**src/rtl/hazard_pkg.sv**
```systemverilog
// hazard_pkg: shared FSM state type, stall-cause codes and register-zero constant
package hazard_pkg;
  typedef enum logic {IDLE, MD_BUSY} state_e;
  localparam logic [1:0] CAUSE_NONE = 2'd0;
  localparam logic [1:0] CAUSE_LU   = 2'd1;
  localparam logic [1:0] CAUSE_BR   = 2'd2;
  localparam logic [1:0] CAUSE_MD   = 2'd3;
  localparam int         REG_ZERO   = 0;
endpackage

```
**src/rtl/hazard_md_timer.sv**
```systemverilog
// hazard_md_timer: holds EX for MD_LAT-1 cycles after a mul/div enters EX
// Starts while busy are ignored; MD_LAT == 1 never leaves IDLE.
module hazard_md_timer
  import hazard_pkg::*;
#(
  parameter int MD_LAT = 4
) (
  input  logic Clk,
  input  logic Rst_n,
  input  logic start_i,
  output logic busy_o
);
  localparam int CW = (MD_LAT > 1) ? $clog2(MD_LAT) : 1;
  localparam logic [CW-1:0] CNT_LOAD = (MD_LAT > 1) ? CW'(MD_LAT - 2) : '0;
  state_e        state_q, state_d;
  logic [CW-1:0] cnt_q, cnt_d;
  always_comb begin
    state_d = state_q;
    cnt_d   = cnt_q;
    if (state_q == IDLE) begin
      if (start_i && (MD_LAT > 1)) begin
        state_d = MD_BUSY;
        cnt_d   = CNT_LOAD;
      end
    end else if (cnt_q == '0) begin
      state_d = IDLE;
    end else begin
      cnt_d = cnt_q - 1'b1;
    end
  end
  always_ff @(posedge Clk or negedge Rst_n) begin
    if (!Rst_n) begin
      state_q <= IDLE;
      cnt_q   <= '0;
    end else begin
      state_q <= state_d;
      cnt_q   <= cnt_d;
    end
  end
  assign busy_o = (state_q == MD_BUSY);
endmodule

```
**src/rtl/hazard_control_unit.sv**
```systemverilog
// hazard_control_unit: load-use / branch / mul-div stall and IF/ID flush control
// Optional HAZARD_STATS_EN adds saturating Stall_Cycles and Flush_Count outputs.
module hazard_control_unit
  import hazard_pkg::*;
#(
  parameter int REG_AW = 5,
  parameter int MD_LAT = 4
) (
  input  logic              Clk,
  input  logic              Rst_n,
  input  logic [REG_AW-1:0] Rs_ID,
  input  logic [REG_AW-1:0] Rt_ID,
  input  logic              UsesRt_ID,
  input  logic              Branch_ID,
  input  logic              BranchTaken_ID,
  input  logic              Jump_ID,
  input  logic              MemRead_EX,
  input  logic              RegWrite_EX,
  input  logic [REG_AW-1:0] Rd_EX,
  input  logic              MulDiv_Start_EX,
  input  logic              MemRead_MEM,
  input  logic [REG_AW-1:0] Rd_MEM,
  output logic              PC_Write,
  output logic              IFID_Write,
  output logic              IDEX_Bubble,
  output logic              IFID_Flush,
  output logic              EX_Hold,
`ifdef HAZARD_STATS_EN
  output logic [31:0]       Stall_Cycles,
  output logic [31:0]       Flush_Count,
`endif
  output logic              Stall,
  output logic [1:0]        Stall_Cause
);
  logic md_busy, m_ex, m_mem, lu, br, stalled;
  logic [1:0] cause;
  hazard_md_timer #(.MD_LAT(MD_LAT)) u_md_timer (
    .Clk     (Clk),
    .Rst_n   (Rst_n),
    .start_i (MulDiv_Start_EX),
    .busy_o  (md_busy)
  );
  function automatic logic reg_match(input logic [REG_AW-1:0] r, rs, rt, input logic use_rt);
    return (r != REG_AW'(REG_ZERO)) && ((r == rs) || (use_rt && (r == rt)));
  endfunction
  assign m_ex  = reg_match(Rd_EX, Rs_ID, Rt_ID, UsesRt_ID);
  assign m_mem = reg_match(Rd_MEM, Rs_ID, Rt_ID, UsesRt_ID);
  assign lu    = MemRead_EX && RegWrite_EX && m_ex;
  assign br    = Branch_ID && ((RegWrite_EX && m_ex) || (MemRead_MEM && m_mem));
  // Reset overrides everything: hold PC/IF-ID and keep bubbling ID/EX.
  assign cause = !Rst_n  ? CAUSE_NONE :
                 md_busy ? CAUSE_MD   :
                 lu      ? CAUSE_LU   :
                 br      ? CAUSE_BR   : CAUSE_NONE;
  assign stalled     = (cause != CAUSE_NONE);
  assign Stall_Cause = cause;
  assign Stall       = stalled;
  assign PC_Write    = Rst_n && !stalled;
  assign IFID_Write  = Rst_n && !stalled;
  assign IDEX_Bubble = !Rst_n || (cause == CAUSE_LU) || (cause == CAUSE_BR);
  assign EX_Hold     = (cause == CAUSE_MD);
  assign IFID_Flush  = Rst_n && !stalled && (Jump_ID || (Branch_ID && BranchTaken_ID));
`ifdef HAZARD_STATS_EN
  always_ff @(posedge Clk or negedge Rst_n) begin
    if (!Rst_n) begin
      Stall_Cycles <= '0;
      Flush_Count  <= '0;
    end else begin
      if (stalled && !(&Stall_Cycles)) Stall_Cycles <= Stall_Cycles + 1'b1;
      if (IFID_Flush && !(&Flush_Count)) Flush_Count <= Flush_Count + 1'b1;
    end
  end
`endif
endmodule

```
**config.mk**
```make
export PLATFORM = sky130hd
export DESIGN_NAME = hazard_control_unit
export DESIGN_NICKNAME = d
export VERILOG_FILES = /design/src/rtl/hazard_pkg.sv /design/src/rtl/hazard_md_timer.sv /design/src/rtl/hazard_control_unit.sv
export SDC_FILE = /design/constraint.sdc
export NUM_CORES = 1
export LEC_CHECK = 0
export BUFFER_PORTS_ARGS = -buffer_cell sky130_fd_sc_hd__buf_2
export CAP_MARGIN = 20
export CORE_AREA = 2 2 39 41
export DETAILED_ROUTE_END_ITERATION = 6
export DIE_AREA = 0 0 41 43
export GPL_ROUTABILITY_DRIVEN = 0
export PLACE_DENSITY_LB_ADDON = 0.15
export REMOVE_ABC_BUFFERS = 1
export SYNTH_ARGS = -nofsm -noshare
export SYNTH_HDL_FRONTEND = slang
export SYNTH_SLANG_ARGS = --single-unit
```
**constraint.sdc**
```tcl
create_clock -name Clk -period 5.1 [get_ports Clk]
set_input_delay 0.765 -clock Clk [delete_from_list [all_inputs] [get_ports Clk]]
set_output_delay 0.765 -clock Clk [all_outputs]
set_load 0.01 [all_outputs]
```
==> impl_results.md, run 1 <==
* Total gr overflow at 0
* Final Critical Period at 3080 ps
* Yosys cell types at 26
* Instance count of the mapped netlist at 62
* Share of synthesized registers carrying an async set or reset at 100%
* Vias in the first global route at ~510
* Logic gate share of total power at between 50% and 60%
* Critical path launch point type: input port
* Fraction of layout instances using a drive strength above 1 at 40.2%
* Share of power burned in registers at between 20% and 30%
* Dominant cell type by area after synthesis: sky130_fd_sc_hd__xor2_1
* Fraction of power spent switching nets at around two fifths
* Proportion of synthesized chip area in sequential cells at 15.0%
* Area added between synthesis and finish at 44.6%
* Port bufs at 37
* Switching component of the power at 79.3 uW
* CTS sink count at 3
* Cell row count at 14
* Required @ worst endpoint at between 4000 and 5000 ps
* Half-perimeter wire length after placement at 1100 um
* Worst Tran Pin Value at between 300 and 400 ps
* Most common library cells after synthesis: sky130_fd_sc_hd__xor2_1 (16), sky130_fd_sc_hd__inv_1 (6), sky130_fd_sc_hd__nor3_1 (4), sky130_fd_sc_hd__xnor2_1 (4), sky130_fd_sc_hd__dfrtp_1 (3)
* Hold bufs inserted after CTS at 0
* Wire length per cell at 11.0 um
* Unrepaired setup endpoints after global routing: false
* Initial standard-cell utilization of the core at 36.3%
* Setup Viol. Count Final at 0
* Hold violation total from the final report at 0
* Chip Width at approximately 40 um
* Met2 usage in global routing at 26.6%
* Combined area of all synthesized cells at 502 um2
* Power, Total at 201 uW
* Arrival time at the worst endpoint at approximately 2300 ps
* CTS tree: yes
* Count of flip-flops with a built-in enable after synthesis at 0
* Number of DRC violations after detailed routing at 0
* CP most frequent cell: sky130_fd_sc_hd__buf_2
* Number of design-rule violations left by the first detailed-router iteration at 2
* Part of the total power dissipated in the clock network at a little over 20%
* Worst clock skew at 1.28 ps
* Worst-path clk slew at 40 ps
* Leakage power of the design at 0.000372 uW
* Largest buffer count on any clock path at 2
* Final cycle utilization of the critical path at 60.3%
* Met3 layer usage reported by global route at around 1.6%
* Final net count at 134
* Run status: finished, final reports clean
* Slowest library cell on the worst path: sky130_fd_sc_hd__or4b_1
* Largest cells by area after synthesis: sky130_fd_sc_hd__xor2_1 (28%), sky130_fd_sc_hd__dfrtp_1 (15%), sky130_fd_sc_hd__xnor2_1 (7.0%), sky130_fd_sc_hd__inv_1 (4.5%), sky130_fd_sc_hd__nor3_1 (4.0%)
* Number of max-cap violations at 0
* Wire length reported by the detailed router at ~1300 um
* Critical-path maximum fanout at 4
* Met1 track utilization from global routing at 17.1%
* Area of the core at 1380 um2
* Drt via density at 4.88
* Highest ir drop seen on vdd at slightly above 200 uV
* DIE HEIGHT at 43 um
* Pin count of the biggest net entering global routing at 10
* Yosys reg bits at 3
* Slew Limit Fails at 0
* Post-synthesis area per instance at between 8 and 9 um2
* Max frequency at roughly 330 MHz
* YS warnings at 0
* Wire length of the first global-routing pass at 1860 um
* Slowest stage delay, CP at approximately 530 ps
* Type of the worst setup path: in -> out
* Count of antenna diodes in the layout at 0
* Buffers inserted during post-CTS setup optimization at 0
* Number of nets with antenna violations after routing at 0
* Worst-Skew Late Latency at 230 ps
* Depth of the CTS H-tree at 1
* Number of antenna violations at the first check in global routing at 0
* Top FF cell, synth: sky130_fd_sc_hd__dfrtp_1
* Overall via count from detail_route at 576
* P_int at 121 uW
* Class of the tightest hold or removal check: in -> async
* Setup TNS at 0 ps
* Fraction of post-synthesis cell area in the top cell type by area at 27.9%
* Critical path endpoint category: primary output
* All-Layer GR Usage at 14.8%
* Detailed Routing Iterations Pass 1 at 3
* CP Cell Sequence: buf_2 -> xor2_1 -> nor4_2 -> a32oi_1 -> or4b_1 -> o311a_1 -> buf_2
* Post-CTS Resized at 0
* Rel. slew slack at 73.2%
* Clock buffers created by TritonCTS at 3
* Most crowded layer after global routing: met2
* Most common cell in the netlist: sky130_fd_sc_hd__xor2_1
* Root buffer cell: sky130_fd_sc_hd__clkbuf_4
* Power density relative to cell area at 277 nW/um2
* Top-level I/O count at 38
* Die ar. at 1760 um2
==> layer usage <==
| metal | part of all wire [%] | vias up |
|---|---|---|
| met2 | 51 | 23 |
| met1 | 40 | 251 |
| met3 | 9.0 | 0 |
| li1 | - | 302 |
| met5 | 0 | - |
| met4 | 0 | 0 |
==> path summary, 6_finish.rpt <==
kind	cells past startpoint	slack (ps)	endpoint	startpoint
max in group asynchronous	1	4590	u_md_timer.cnt_q[0]	Rst_n
worst max-delay path	7	2020	Stall_Cause[1]	Rd_EX[2]
worst min register to register	1	480	u_md_timer.cnt_q[0]	u_md_timer.cnt_q[0]
min in group Clk	1	480	u_md_timer.cnt_q[0]	u_md_timer.cnt_q[0]
worst max register to register	5	3910	u_md_timer.cnt_q[1]	u_md_timer.cnt_q[0]
worst min-delay path	1	360	u_md_timer.busy_o	Rst_n
==> kinds of logic after synthesis <==
group	after synthesis	share of synthesized area, %
compound gates	11	16.0
xor+xnor	20	34.9
fa+ha+maj	1	2.49
buf+inv	7	5.99
flops	3	15.0
mux	1	2.00
simple gates	19	23.7
==> critical path: cells and delay by family <==
family	cells	cell delay (ps)
XOR/XNOR	1	160
buffers and inverters	2	260
AND/OR/NAND/NOR	2	790
AO/OA/AOI/OAI	2	330
==> cell usage in the layout, fill, tap and decap left out <==
cell type / instances
sky130_fd_sc_hd__clkbuf_1: 1
sky130_fd_sc_hd__mux2i_1: 1
sky130_fd_sc_hd__nand3_1: 2
sky130_fd_sc_hd__buf_2: 37
sky130_fd_sc_hd__o211ai_1: 1
sky130_fd_sc_hd__nor2_1: 2
sky130_fd_sc_hd__o22a_1: 1
sky130_fd_sc_hd__o21ai_0: 1
sky130_fd_sc_hd__nor3b_1: 2
sky130_fd_sc_hd__clkbuf_4: 3
sky130_fd_sc_hd__xnor2_1: 4
sky130_fd_sc_hd__o31a_1: 2
sky130_fd_sc_hd__nor4_2: 1
sky130_fd_sc_hd__o21a_1: 1
sky130_fd_sc_hd__o311a_1: 1
sky130_fd_sc_hd__nor4_1: 2
sky130_fd_sc_hd__a32oi_1: 1
sky130_fd_sc_hd__xor2_1: 16
sky130_fd_sc_hd__nand2b_1: 2
sky130_fd_sc_hd__dfrtp_1: 3
sky130_fd_sc_hd__a21oi_1: 2
sky130_fd_sc_hd__or4_1: 2
sky130_fd_sc_hd__nor3_1: 4
sky130_fd_sc_hd__inv_1: 6
sky130_fd_sc_hd__or4b_1: 1
sky130_fd_sc_hd__o21ai_1: 1
sky130_fd_sc_hd__ha_1: 1
sky130_fd_sc_hd__nand2_1: 1
==> power by group through the flow <==
stage / registers (uW) / logic [uW] / clock network [uW]
finish: 49.4 / 110 / 41.6
global route: 52.1 / 124 / 45.6
CTS: 49.5 / 112 / 43.9
detailed placement: 49.3 / 110 / 0
global placement: 50.1 / 109 / 0
floorplan: 46.0 / 70.2 / 0
==> final cells by class <==
cell class                 count  area, um2
fill                         146        658
multi-input combinational     52        397
timing repair buffer          37        185
sequential                     3       75.1
clock buffer                   4       26.3
inverter                       6       22.5
tap                           16       20.0
==> registers in the layout, summed over array words and instances (netlist names) <==
| register | flops |
|---|---|
| u_md_timer.cnt_q | 2 |
| u_md_timer.busy_o | 1 |
==> metrics by stage <==
stage          cells  setup slack, ps  hold slack [ps]  util, %  instance area, um2
6_report         118             2020              359     52.4                 726
5_1_grt          118             1930              359     52.4                 726
4_1_cts          118             2020              350     52.4                 726
3_5_place_dp     114             2030              470     50.5                 699
3_3_place_gp     114             2050              476     50.5                 699
2_1_floorplan     61             2230              451        -                 494
Note: power is estimated with default switching activity, not from simulation.
==> run 2: changes to the inputs <==
--- a/config.mk
+++ b/config.mk
@@ -5,11 +5,12 @@
 export SDC_FILE = /design/constraint.sdc
 export NUM_CORES = 1
 export LEC_CHECK = 0
+export ABC_AREA = 1
 export BUFFER_PORTS_ARGS = -buffer_cell sky130_fd_sc_hd__buf_2
 export CAP_MARGIN = 20
-export CORE_AREA = 2 2 39 41
+export CORE_MARGIN = 2
+export CORE_UTILIZATION = 42
 export DETAILED_ROUTE_END_ITERATION = 6
-export DIE_AREA = 0 0 41 43
 export GPL_ROUTABILITY_DRIVEN = 0
 export PLACE_DENSITY_LB_ADDON = 0.15
 export REMOVE_ABC_BUFFERS = 1
==> constraint.sdc (replaced) <==
create_clock -name Clk -period 3.15 [get_ports Clk]
set_input_delay 0.4725 -clock Clk [delete_from_list [all_inputs] [get_ports Clk]]
set_output_delay 0.4725 -clock Clk [all_outputs]
set_load 0.01 [all_outputs]
==> run 2 against run 1 <==
Net effect:
- first-iteration DRC count grew to 4.0 times the previous value
- critical path depth rose by 4
- worst hold slack lost 310 ps
- cell count up 60%
- sequential share of layout area decreased by 1.6 points
- sequential power increased by 34%
- die area up 5.0%
- clock skew increased by 2.2 ps
- worst setup slack worse by 860 ps
- critical endpoint is now IFID_Flush
- largest cell class unchanged
==> impl_results.md, run 2 <==
* Run status: finished, final reports clean
* Arrival time at the worst endpoint at 1510 ps (-800 ps)
* CP Cell Sequence: buf_2 -> inv_1 -> nand4_1 -> o21ai_1 -> inv_1 -> nand3_1 -> nand2_1 -> inv_2 -> nand3_2 -> nor2_2 -> buf_2
* Slew Limit Fails at 0 (unchanged)
* CTS tree: yes
* Worst reg2reg startpoint: u_md_timer.cnt_q[0]
* Fraction of post-synthesis cell area in the top cell type by area at 38.2% (+10 points)
* Number of DRC violations after detailed routing at 0 (unchanged)
* Power density relative to cell area at 387 nW/um2 (+40%)
* Area added between synthesis and finish at 35.0%
* Parity-gate share of the synthesized area counting xor and xnor cells at 2.74% (-32 points)
* Post-synthesis area per instance at 4.81 um2 (-41%)
* Share of synthesized registers carrying an async set or reset at 100% (unchanged)
* Class of the tightest hold or removal check: in -> async
* Largest register FFs at 2 (unchanged)
* Post-synthesis share of cell area spent on and, or, nand and nor gates at 59.9% (+36 points)
* Worst-path clk slew at 40 ps (about the same)
* DIE HEIGHT at 43.0 um (about the same)
* Chip Width at 43.0 um (+4.9%)
* Area of the core at 1470 um2 (+6.3%)
* Unrepaired setup endpoints after global routing: false
* Worst reg2reg endpoint: u_md_timer.cnt_q[0]
* CTS sink count at 3 (unchanged)
* Type of the worst setup path: in -> out
* Number of design-rule violations left by the first detailed-router iteration at 8 (+6)
* Reg2Reg Depth at 4 (-1)
* Total gr overflow at 0 (unchanged)
* Die ar. at 1850 um2 (+5.0%)
* Synthesized-area fraction occupied by ao, oa, aoi and oai cells at 6.07% (-9.9 points)
* Count of antenna diodes in the layout at 0 (unchanged)
* Critical path launch point type: input port
* Wire length reported by the detailed router at 1540 um (+19%)
* Slowest library cell on the worst path: sky130_fd_sc_hd__buf_2
* Adder-cell area share of the yosys netlist at 1.96% (-0.54 points)
* Switching component of the power at 147 uW (+85%)
* Port bufs at 37 (unchanged)
* Drt via density at 4.39 (-10%)
* Wire length of the first global-routing pass at 2630 um (+42%)
* Largest register by flop count: u_md_timer.cnt_q
* Final cycle utilization of the critical path at between 60% and 70%
* Yosys reg bits at 3 (unchanged)
* Hold bufs inserted after CTS at 0 (unchanged)
* Top-level I/O count at 38 (unchanged)
* Number of max-cap violations at 0 (unchanged)
* Root buffer cell: sky130_fd_sc_hd__clkbuf_4
* Fraction of power spent switching nets at 43.8% (+4.3 points)
* Slowest stage delay, CP at 130 ps (-400 ps)
* Count of flip-flops with a built-in enable after synthesis at 0 (unchanged)
* Fraction of layout instances using a drive strength above 1 at 33.5% (-6.7 points)
* Wire length per cell at 8.15 um (-26%)
* Overall via count from detail_route at 829 (+44%)
* Combined area of all synthesized cells at 639 um2 (+27%)
* Number of nets with antenna violations after routing at 0 (unchanged)
* YS warnings at 0 (unchanged)
* Max frequency at 504 MHz
* Proportion of synthesized chip area in sequential cells at 11.7% (-3.2 points)
* Initial standard-cell utilization of the core at 43.5% (+7.2 points)
* Dominant cell type by area after synthesis: sky130_fd_sc_hd__nand2_1
* Cell row count at 14 (unchanged)
* Highest ir drop seen on vdd at 440 uV (+120%)
* Buffers inserted during post-CTS setup optimization at 0 (unchanged)
* Worst clock skew at 3.52 ps (+2.25 ps)
* Most frequent standard cell in the layout excluding fill and tap cells: sky130_fd_sc_hd__nand2_1
* Post-CTS Resized at 0 (unchanged)
* Critical path endpoint category: primary output
* Vias in the first global route at 709 (+40%)
* Worst-Skew Late Latency at 230 ps (about the same)
* Most common cell in the netlist: sky130_fd_sc_hd__nand2_1
* Critical-path maximum fanout at 4 (unchanged)
* Share of power burned in registers at 19.9% (-4.7 points)
* Power, Total at 334 uW (+67%)
* Detailed Routing Iterations Pass 1 at 4 (+1)
* Largest cells by area after synthesis: sky130_fd_sc_hd__nand2_1 (38%), sky130_fd_sc_hd__dfrtp_1 (12%), sky130_fd_sc_hd__inv_1 (12%), sky130_fd_sc_hd__nor2_1 (5.9%), sky130_fd_sc_hd__inv_2 (4.7%)
* All-Layer GR Usage at 18.2% (+3.4 points)
* Leakage power of the design at 0.000616 uW (+66%)
* Part of the total power dissipated in the clock network at 19.5% (-1.2 points)
* Clock buffers created by TritonCTS at 3 (unchanged)
* Setup slack of the worst register-to-register path at 2040 ps (-1870 ps)
* Top FF cell, synth: sky130_fd_sc_hd__dfrtp_1
* Leading cell types in the layout, fill and taps excluded: sky130_fd_sc_hd__nand2_1 (65), sky130_fd_sc_hd__buf_2 (37), sky130_fd_sc_hd__inv_1 (20)
* Number of antenna violations at the first check in global routing at 0 (unchanged)
* Instance count of the mapped netlist at 133 (+110%)
* Worst Tran Pin Value at 316 ps (-82.2 ps)
* Largest buffer count on any clock path at 2 (unchanged)
* Setup TNS at 0 ps (unchanged)
* Pin count of the biggest net entering global routing at 7 (-3)
* Final net count at 205 (+53%)
* Rel. slew slack at 78.7% (+5.5 points)
* Most common library cells after synthesis: sky130_fd_sc_hd__nand2_1 (65), sky130_fd_sc_hd__inv_1 (20), sky130_fd_sc_hd__nor2_1 (10)
* Logic gate share of total power at 60.7% (+6.0 points)
* Multiplexer area fraction after synthesis at 0% (-2.0 points)
* Dominant combinational cell family by area after synthesis: simple AND/OR/NAND/NOR gates
* P_int at 188 uW (+55%)
* Depth of the CTS H-tree at 1 (unchanged)
* Half-perimeter wire length after placement at 1400 um (+27%)
* Final Critical Period at 1980 ps
* Hold violation total from the final report at 0 (unchanged)
* Setup Viol. Count Final at 0 (unchanged)
* Yosys cell types at 17 (-35%)
* Required @ worst endpoint at 2680 ps (-1660 ps)
==> run 2: how the worst max path moves through the flow <==
| stage | startpoint | end | slack (ps) |
|---|---|---|---|
| floorplan | Rd_EX[2] | IFID_Write | 1430 |
| global placement | Rd_EX[2] | IFID_Flush | 1180 |
| detailed placement | Rd_EX[2] | IFID_Flush | 1150 |
| CTS | Rd_EX[2] | IFID_Flush | 1150 |
| global route | Rd_EX[2] | IFID_Flush | 990 |
| finish | Rd_EX[2] | IFID_Flush | 1170 |
==> run 2: worst max-delay path: cells and delay by family <==
kind / cells / cell delay (ps)
compound gates: 1 / 120
buf+inv: 5 / 480
simple gates: 5 / 430
==> run 2: power groups by stage <==
| stage | clock (uW) | combinational (uW) | sequential, uW |
|---|---|---|---|
| after detailed placement | 0 | 206 | 66.9 |
| after global placement | 0 | 201 | 66.6 |
| after CTS | 67.3 | 206 | 66.6 |
| after floorplan | 0 | 133 | 65.6 |
| final | 65.1 | 203 | 66.4 |
| after global routing | 69.4 | 235 | 68.9 |
==> run 2: cell type report <==
type,instances,area (um2)
Multi-Input combinational cell,101,452
Tap cell,16,20.0
Sequential cell,3,75.1
Timing Repair Buffer,37,185
Fill cell,166,608
Inverter,28,105
Clock buffer,4,26.3
==> run 2: stage by stage <==
step	area [um2]	worst slack, ps	hold WS [ps]	util, %	cells
4_1_cts	863	1150	48.5	58.7	189
2_1_floorplan	632	1430	177	-	132
6_report	863	1170	52.6	58.7	189
5_1_grt	863	986	52.9	58.7	189
3_5_place_dp	837	1150	292	56.9	185
3_3_place_gp	837	1180	289	56.9	185
==> run 2: cell families after synthesis <==
| group | after synthesis |
|---|---|
| DFF | 3 |
| xor gates and xnor gates | 2 |
| and+or+nand+nor | 91 |
| AOI/OAI and AO/OA | 7 |
| buffers and inverters | 29 |
| adders and majority gates | 1 |
==> run 2: per-layer routing <==
layer	up-vias	share of wire [%]	track usage [%]
met2	24	48	31.5
met3	0	6.6	2.55
met4	0	0	7.27
li1	469	-	-
met5	-	0	0
met1	336	45	22.5
==> run 3: changes to the inputs <==
--- a/config.mk
+++ b/config.mk
@@ -5,11 +5,11 @@
 export SDC_FILE = /design/constraint.sdc
 export NUM_CORES = 1
 export LEC_CHECK = 0
-export ABC_AREA = 1
+export ABC_AREA = 0
 export BUFFER_PORTS_ARGS = -buffer_cell sky130_fd_sc_hd__buf_2
 export CAP_MARGIN = 20
 export CORE_MARGIN = 2
-export CORE_UTILIZATION = 42
+export CORE_UTILIZATION = 38
 export DETAILED_ROUTE_END_ITERATION = 6
 export GPL_ROUTABILITY_DRIVEN = 0
 export PLACE_DENSITY_LB_ADDON = 0.15
==> constraint.sdc (replaced) <==
create_clock -name Clk -period 1.95 [get_ports Clk]
set_input_delay 0.2925 -clock Clk [delete_from_list [all_inputs] [get_ports Clk]]
set_output_delay 0.2925 -clock Clk [all_outputs]
set_load 0.01 [all_outputs]
==> run 3 against run 2 <==
Net effect:
- utilization rose by 13 points
- clock skew rose by 1.2 ps
- die area fell by 12%
- routed wire length fell by 0.39%
- cell count fell by 32%
- highest routed layer is now met4
- global-route usage rose by 1.8 points
- critical endpoint is now Stall_Cause[1]
- largest cell class unchanged
- flip-flop and latch count did not move
- power rose by 69%
- non-clock buffer count rose by 11
- the run now ends with setup timing left
- sequential power rose by 91%
- critical path depth fell by 4
==> impl_results.md, run 3 (synthesized netlist as in run 1, its figures left out) <==
* Highest ir drop seen on vdd at 613 uV (+39%)
* Leading cell types in the layout, fill and taps excluded: sky130_fd_sc_hd__buf_2 (31), sky130_fd_sc_hd__xor2_1 (16), sky130_fd_sc_hd__buf_4 (10)
* Port bufs at 37 (unchanged)
* Largest register FFs at 2 (unchanged)
* Post-Place Setup Slack at -126 ps (-1280 ps)
* Instance area at placement at 788 um2 (-5.8%)
* Worst reg2reg startpoint: u_md_timer.cnt_q[0]
* Post-route standard cell area excluding fillers at 915 um2 (+5.9%)
* Rel. slew slack at 78.3% (-0.39 points)
* Required @ worst endpoint at 1660 ps (-1020 ps)
* Power density relative to cell area at 619 nW/um2 (+60%)
* Half-perimeter wire length after placement at 1140 um (-19%)
* Wire length of the first global-routing pass at 2210 um (-16%)
* CTS sink count at 3 (unchanged)
* Pin count of the biggest net entering global routing at 10 (+3)
* Final cycle utilization of the critical path at 105%
* Critical path launch point type: input port
* Hold violation total from the final report at 0 (unchanged)
* Worst-path clk slew at 40 ps (about the same)
* Setup Viol. Count Final at 4 (+4)
* Initial standard-cell utilization of the core at 39.5% (-3.9 points)
* Worst reg2reg endpoint: u_md_timer.cnt_q[1]
* Chip Width at 40.3 um (-6.2%)
* Critical-path maximum fanout at 2 (-2)
* Failing checks: setup timing
* Count of antenna diodes in the layout at 0 (unchanged)
* Setup slack of the worst register-to-register path at 770 ps (-1270 ps)
* Detailed Routing Iterations Pass 1 at 4 (unchanged)
* Largest register by flop count: u_md_timer.cnt_q
* Number of DRC violations after detailed routing at 0 (unchanged)
* Wire length reported by the detailed router at 1540 um (-0.39%)
* Area added between synthesis and finish at 82.3%
* Max frequency at just under 500 MHz
* All-Layer GR Usage at 20.0% (+1.8 points)
* Slew Limit Fails at 0 (unchanged)
* Clock buffers created by TritonCTS at 3 (unchanged)
* Area of the core at 1270 um2 (-14%)
* Total gr overflow at 0 (unchanged)
* Vias in the first global route at 555 (-22%)
* Most frequent standard cell in the layout excluding fill and tap cells: sky130_fd_sc_hd__buf_2
* Overall via count from detail_route at 625 (-25%)
* Largest buffer count on any clock path at 2 (unchanged)
* Final net count at 145 (-29%)
* Fraction of layout instances using a drive strength above 1 at 52.2% (+19 points)
* Drt via density at 4.88 (+11%)
* Timing startpoint of the critical path: Rt_ID[1]
* Root buffer cell: sky130_fd_sc_hd__clkbuf_4
* Final Util at 72.1% (+13 points)
* Cell row count at 13 (-1)
* Smallest setup slack after layout at -100 ps (-1270 ps)
* Unrepaired setup endpoints after global routing: true
* Number of max-cap violations at 0 (unchanged)
* Die ar. at 1630 um2 (-12%)
* Arrival time at the worst endpoint at 1760 ps (+250 ps)
* Worst-Skew Late Latency at 230 ps (about the same)
* Buffers inserted during post-CTS setup optimization at 0 (unchanged)
* Fin Hold WS at 392 ps (+340 ps)
* Type of the worst setup path: in -> out
* Number of antenna violations at the first check in global routing at 0 (unchanged)
* DIE HEIGHT at 40.3 um (-6.2%)
* Worst Tran Pin Value at 322 ps (+5.77 ps)
* Worst setup endpoint: Stall_Cause[1]
* Setup TNS at -177 ps (-177 ps)
* CTS tree: yes
* Depth of the CTS H-tree at 1 (unchanged)
* Final Critical Period at around 2100 ps
* Reg2Reg Depth at 5 (+1)
* Number of design-rule violations left by the first detailed-router iteration at 5 (-3)
* Number of nets with antenna violations after routing at 0 (unchanged)
* Top-level I/O count at 38 (unchanged)
* Leakage power of the design at 0.000446 uW (-28%)
* Run status: finished, violations left
* Class of the tightest hold or removal check: in -> reg
* Worst clock skew at 4.72 ps (+1.20 ps)
* Wire length per cell at 12.0 um (+47%)
* Critical path endpoint category: primary output
## run 3: cell types whose count changed in the layout (fill, tap and decap cells not counted), moves of 3 or more
cell / previous run / this run
sky130_fd_sc_hd__nor2_1: 10 / 2
sky130_fd_sc_hd__buf_4: 0 / 10
sky130_fd_sc_hd__nand2_2: 3 / 0
sky130_fd_sc_hd__buf_6: 0 / 6
sky130_fd_sc_hd__o21ai_0: 4 / 1
sky130_fd_sc_hd__inv_1: 20 / 6
sky130_fd_sc_hd__buf_2: 37 / 31
sky130_fd_sc_hd__nand3_1: 5 / 2
sky130_fd_sc_hd__nor2_2: 4 / 0
sky130_fd_sc_hd__xor2_1: 0 / 16
sky130_fd_sc_hd__inv_2: 8 / 0
sky130_fd_sc_hd__nand2_1: 65 / 1
## run 3: final cells by class
cell class	instances	area, um2
Fill cell	109	354
Inverter	6	22.5
Sequential cell	3	75.1
Clock buffer	4	26.3
Multi-Input combinational cell	52	464
Timing Repair Buffer	48	308
Tap cell	15	18.8
## run 3: per-stage QoR
stage | total power, uW | instances
after floorplan | 304 | 61
after global placement | 427 | 125
after detailed placement | 432 | 125
after CTS | 554 | 129
after global routing | 624 | 128
final | 566 | 128
## run 3: timing repair
action / 4_1_cts / 5_1_grt
hold buffers: 1 / 0
pin swaps: 8 / 8
resized for setup: 8 / 10
endpoints found under the hold margin: 3 / 0
gates cloned: 0 / 0
setup endpoints to repair: 6 / 6
## run 3: critical path: stages
cell and delay [ps]:
sky130_fd_sc_hd__buf_6 100, sky130_fd_sc_hd__xor2_1 170, sky130_fd_sc_hd__nor4_2 290, sky130_fd_sc_hd__a32oi_1 150, sky130_fd_sc_hd__or4b_1 480, sky130_fd_sc_hd__o311a_1 130, sky130_fd_sc_hd__buf_2 140
## run 3: worst min path at each step
stage                         start  cells after the start  slack, ps           endpoint
detailed placement            Rst_n                      1        130  u_md_timer.busy_o
global placement              Rst_n                      1        130  u_md_timer.busy_o
finish              MulDiv_Start_EX                      3        390  u_md_timer.busy_o
floorplan                     Rst_n                      0         -3  u_md_timer.busy_o
global route        MulDiv_Start_EX                      3        450  u_md_timer.busy_o
CTS                 MulDiv_Start_EX                      3        390  u_md_timer.busy_o
## run 3: power by group
part	switching, uW	internal [uW]	leakage [uW]
combinational	159	175	0.000397
clock	29.0	76.5	0.0000150
sequential	30.7	96.0	0.0000340
## run 3: routing by layer
layer / vias up / GRT usage (%) / part of all wire, % / wire (um)
met3: 2 / 0 / 4.4 / 67
li1: 322 / - / - / -
met5: - / 0 / 0 / 0
met1: 284 / 24.5 / 41 / 624
met4: 0 / 7.50 / 1.2 / 18
met2: 17 / 36.9 / 54 / 825
